`src/rtl/sync_filter_bank.sv`:
```
`default_nettype none
// ============================================================================
// Module   : sync_filter_bank
// Brief    : Per-channel multi-flop synchronizer with a tick-qualified glitch
//            filter and registered rise/fall pulses.
//            Define SYNC_FILTER_GLITCH_EN to compile in the counter filter;
//            otherwise data_out is a plain register of data_sync.
// Revision : 1.0 - initial release
// ============================================================================
module sync_filter_bank #(
    parameter int                NUM_CH     = 8,
    parameter int                NUM_STAGES = 3,
    parameter int                FILTER_LEN = 4,
    parameter logic [NUM_CH-1:0] RESET_VAL  = {NUM_CH{1'b1}}
) (
    input  logic              clk,
    input  logic              rst_n,
    input  logic [NUM_CH-1:0] data_in,
    input  logic              tick,
    output logic [NUM_CH-1:0] data_sync,
    output logic [NUM_CH-1:0] data_out,
    output logic [NUM_CH-1:0] rise,
    output logic [NUM_CH-1:0] fall
);

    logic [NUM_CH-1:0] r_sync [NUM_STAGES];
    logic [NUM_CH-1:0] r_out;
    logic [NUM_CH-1:0] r_rise;
    logic [NUM_CH-1:0] r_fall;
    logic [NUM_CH-1:0] w_out_nxt;

    always_ff @(posedge clk) begin
        if (!rst_n) begin
            for (int s = 0; s < NUM_STAGES; s++) begin
                r_sync[s] <= RESET_VAL;
            end
        end else begin
            r_sync[0] <= data_in;
            for (int s = 1; s < NUM_STAGES; s++) begin
                r_sync[s] <= r_sync[s-1];
            end
        end
    end

    assign data_sync = r_sync[NUM_STAGES-1];

`ifdef SYNC_FILTER_GLITCH_EN
    localparam int               CNT_W      = $clog2(FILTER_LEN + 1);
    localparam logic [CNT_W-1:0] C_CNT_LAST = CNT_W'(FILTER_LEN - 1);
    localparam logic [CNT_W-1:0] C_CNT_ONE  = CNT_W'(1);

    generate
        for (genvar i = 0; i < NUM_CH; i++) begin : g_ch
            logic [CNT_W-1:0] r_cnt;
            logic             w_mis;
            logic             w_accept;

            assign w_mis    = data_sync[i] ^ r_out[i];
            assign w_accept = w_mis & tick & (r_cnt == C_CNT_LAST);

            // Any agreement between input and output wipes the partial run.
            always_ff @(posedge clk) begin
                if (!rst_n) begin
                    r_cnt <= '0;
                end else if (!w_mis || w_accept) begin
                    r_cnt <= '0;
                end else if (tick) begin
                    r_cnt <= r_cnt + C_CNT_ONE;
                end
            end

            assign w_out_nxt[i] = w_accept ? data_sync[i] : r_out[i];
        end
    endgenerate
`else
    logic w_unused_tick;
    assign w_unused_tick = tick;
    assign w_out_nxt     = data_sync;
`endif

    // Pulses compare next vs current level, so reset jumps never pulse.
    always_ff @(posedge clk) begin
        if (!rst_n) begin
            r_out  <= RESET_VAL;
            r_rise <= '0;
            r_fall <= '0;
        end else begin
            r_out  <= w_out_nxt;
            r_rise <= w_out_nxt & ~r_out;
            r_fall <= ~w_out_nxt & r_out;
        end
    end

    assign data_out = r_out;
    assign rise     = r_rise;
    assign fall     = r_fall;

endmodule
`default_nettype wire
```
`config.mk`:
```
export PLATFORM = sky130hd
export DESIGN_NAME = sync_filter_bank
export DESIGN_NICKNAME = d
export VERILOG_FILES = /design/src/rtl/sync_filter_bank.sv
export SDC_FILE = /design/constraint.sdc
export NUM_CORES = 1
export LEC_CHECK = 0
export CELL_PAD_IN_SITES_DETAIL_PLACEMENT = 1
export CELL_PAD_IN_SITES_GLOBAL_PLACEMENT = 2
export CORE_MARGIN = 8
export CORE_UTILIZATION = 38
export DETAILED_ROUTE_END_ITERATION = 10
export DONT_BUFFER_PORTS = 1
export PLACE_DENSITY = 0.75
export SETUP_SLACK_MARGIN = 0.3
export SLEW_MARGIN = 0
export SYNTH_ARGS = -nofsm -noshare
export SYNTH_HDL_FRONTEND = slang
export SYNTH_SLANG_ARGS = --single-unit
```
`constraint.sdc`:
```
create_clock -name clk -period 0.9 [get_ports clk]
set_clock_uncertainty 0.15 [all_clocks]
set_input_delay 0.18 -clock clk [delete_from_list [all_inputs] [get_ports clk]]
set_output_delay 0.18 -clock clk [all_outputs]
set_load 0.03 [all_outputs]
```
=== Word level (Yosys, flattened, before mapping) ===
Memories as Yosys holds them, arrays and structs flattened.
Cells that the tools add are included.

* Add/sub/neg operators: 0
* Equality and inequality tests: 0
* Bitwise logic cells: 7
* Multiply operators: 0
* Shifts and indexed selects: 0
* Multiplexer cells: 5
* Reductions and logical operators: 0
* Div/mod/pow operators: 0
* $lt $le $gt $ge: 0

{| class="wikitable"
|+ Operators with widths
! operator !! count
|-
| 2-to-1 mux 8 bit || 3
|-
| AND 8 bit || 2
|-
| inverter 8 bit || 2
|-
| bitwise OR 1 bit || 3
|-
| 2-to-1 mux 1 bit || 2
|}

* Output and inout bits: 32
* Memory bits (read-only): 0
* Bits in registers: 24
* Word-level logic and storage cells: 16
* Memories kept: 1
* Latch bits: 0
* RAM bits: 24

{| class="wikitable"
|+ Memory list
! memory !! words !! bits a word !! read ports !! clocked after Yosys merged registers in !! write ports !! line !! source
|-
| r_sync || 3 || 8 || 3 || 0 || 3 || 26 || <nowiki>logic [NUM_CH-1:0] r_sync [NUM_STAGES];</nowiki>
|}

=== Longest topological paths before layout ===
* Depth after elaboration: 2
* Depth in mapped cells: 3
* Mapped depth without buffers: 1

=== Worst setup path before layout ===
Ideal clock, no wire load.

* Kind: reg-to-reg
* From: reg r_out[0] (netlist: data_out[0])
* To: reg r_rise[0] (netlist: rise[0])
* Data arrival time: 0.691 ns
* Stages on the path, launching flop included: 2
* Path slack: -0.057 ns
* Library setup time: 0.116 ns
* Clock period less this slack: 0.957 ns
* Cells stage by stage: dfxtp_1 -> and3b_1

* Word-level cells in the longest chain between the ends: 2

{| class="wikitable"
|+ RTL lines
! item !! line !! source
|-
| start, declared || 27 || <nowiki>logic [NUM_CH-1:0] r_out;</nowiki>
|-
| start signal, assigned || 88 || <nowiki>r_out <= w_out_nxt;</nowiki>
|-
| inverter 8 bit || 89 || <nowiki>r_rise <= w_out_nxt & ~r_out;</nowiki>
|-
| AND 8 bit || 89 ||
|-
| end signal, assigned || 89 ||
|-
| end, declared || 28 || <nowiki>logic [NUM_CH-1:0] r_rise;</nowiki>
|}

No other way between the ends.
A chain may end at the register's enable or synchronous reset.

==> metrics <==
status finished with violations; failing checks hold timing, setup timing; Post-Syn Area per Cell 12.83 sq um; maximum number of pins on one net before global-route repair 49; most frequent cells in the layout dfxtp_4, nand2b_4, and3b_1; clk_lat worst skew 0.29 ns; CP max stage cell dfxtp_2; Starting Density around 39%; post-route setup slack -0.2213 ns; unrepaired setup endpoints after global routing yes; R2R depth 3; hold path cells 1; Die Wd between 70 and 80 um; peak supply drop 1.234 mV; reg2reg setup slack -0.07 ns; vias per cell 4.337; drt drc 0; endpoint class of the critical path primary output; WS Path Type flip-flop to primary output; PwrDens ~1900 mW/mm^2; Design Area, Final approximately 0.0020 sq mm; Power Total 3.852 mW; GR Overflow Total 0; Hold Crit Start rst_n; initial antenna violation count 0; CTS root buf clkbuf_8; Cell Area, Synth between 0.001 and 0.0015 sq mm; sequential fraction of the synthesis area between 60% and 70%; drt first pass iters 2; crit-path cells buf_12; FMAX 891.8 MHz; Routed WL 2.508 mm; most common cell after layout, fill and taps aside dfxtp_4; ANT cells 0; H-tree levels 2; Post-Syn Nets 120; IO Pins 43; post-route ant nets 0; # clock sinks 48; Cell variety after synth 6; Setup crit start kind flip-flop; nets 131; port bufs 0; WL/cell approximately 15 um; Final Cycle Share 124.6%; Die Y 76.67 um; first-pass GRT wire length approximately 3.8 mm; yosys warns 0; Tot GR Track Use under 10%; count of final max-slew check failures 0; Layout Area Growth over Synthesis 43.38%; WP data arrival about 0.8 ns; Die Area 0.005878 sq mm; clk buf depth 2; Placer Congestion about 0.59; Max stage delay on crit path 0.37 ns; DP Area 0.001622 sq mm; CP delay by family, top flip-flops; reg2reg end rise[0]$_SDFF_PN0_; Core Rows 22; Final Hold Vio Count 48; total CTS buffers 5; reg2reg start r_sync[0][16]$_SDFF_PN1_; initial DRC count 40; critical path fanouts, max 2; Vias 733; vias in the first global route 775; critical path required time 0.57 ns; Hold EP r_sync[0][18]$_SDFF_PN1_; leakage power 0.9605 nW; fin crit period 1.121 ns; worst slew pin tran 0.1241 ns; Hold Path Class input pin to flip-flop; Max Cap Viol 0; Bufs and invs on worst path 1; Mapped Cells 109; Seq cells post-synth 48; relative slew slack 91.73%; setup violators final 44; share of layout cells above drive strength 1 69.42%; clk slew on worst S/H paths 0.09 ns; CTS tree built; worst hold margin -0.1838 ns; core area 0.003606 sq mm
sequential cells by signal, indices dropped and copies added (netlist names):
name,count
data_out,8
fall,8
r_sync,24
rise,8
timing repair:
item	4_1_cts	5_1_grt
resized for setup	12	28
hold endpoints to repair	48	48
setup buffers	6	3
gates cloned	0	0
pin swaps	4	4
setup endpoints to repair	72	72
metal layers:
metal / track usage (%) / vias up / share of wire [%]
met1: 8.223 / 338 / 41
met4: 2.885 / 0 / 0.48
li1: - / 361 / -
met3: 4.779 / 2 / 7.3
met2: 12.91 / 32 / 51
met5: 0 / - / 0
kinds of logic (layout without fill, tap and decap cells):
logic type,Yosys count,after routing,synth area share (%)
buffers and inverters,13,25,6.976
AND/OR/NAND/NOR,48,48,24.33
flip-flops,48,48,68.69
stage by stage:
step	setup TNS, ns	utilization (%)	worst slack, ns	hold WS [ns]	instances
2_1_floorplan	0	-	0.08339	0.1315	109
3_3_place_gp	0	44.97	0.06845	0.1089	152
3_5_place_dp	0	44.97	0.04754	0.1117	152
4_1_cts	-5.287	51.11	-0.2332	-0.2073	166
5_1_grt	-6.466	55.62	-0.2578	-0.2115	169
6_report	-5.238	55.62	-0.2213	-0.1838	169
synth_stat cells:
cell type  instances  share of area, %
buf_2              3               1.1
dfxtp_1           48                69
buf_4              8               4.3
nand2b_1          32                14
buf_6              2               1.6
and3b_1           16                10
report_power, final:
part | leakage (nW) | internal (mW) | switching, mW
clock | 0.0548 | 0.836 | 0.684
sequential | 0.401 | 2.11 | 0.0605
combinational | 0.505 | 0.116 | 0.0420
worst max path at each step:
stage / start / endpoint / slack (ns) / cells past startpoint
2_1_floorplan: data_out[0]$_SDFF_PN1_ / rise[0]$_SDFF_PN0_ / 0.08 / 1
3_3_place_gp: data_out[5]$_SDFF_PN1_ / rise[5]$_SDFF_PN0_ / 0.07 / 1
3_5_place_dp: data_out[3]$_SDFF_PN1_ / rise[3]$_SDFF_PN0_ / 0.05 / 1
4_1_cts: r_sync[0][19]$_SDFF_PN1_ / data_sync[3] / -0.23 / 1
5_1_grt: r_sync[0][18]$_SDFF_PN1_ / data_sync[2] / -0.26 / 1
6_report: r_sync[0][16]$_SDFF_PN1_ / data_sync[0] / -0.22 / 1
final cells by class:
class	count	area [sq um]
fillers	329	1600
clock inverters	3	46.29
well taps	48	60.06
multi-input cells	48	490.5
repair buffers	17	257.7
flip-flops and latches	48	1082
clock buffers	5	68.82
Note: power is estimated with default switching activity, not from simulation.
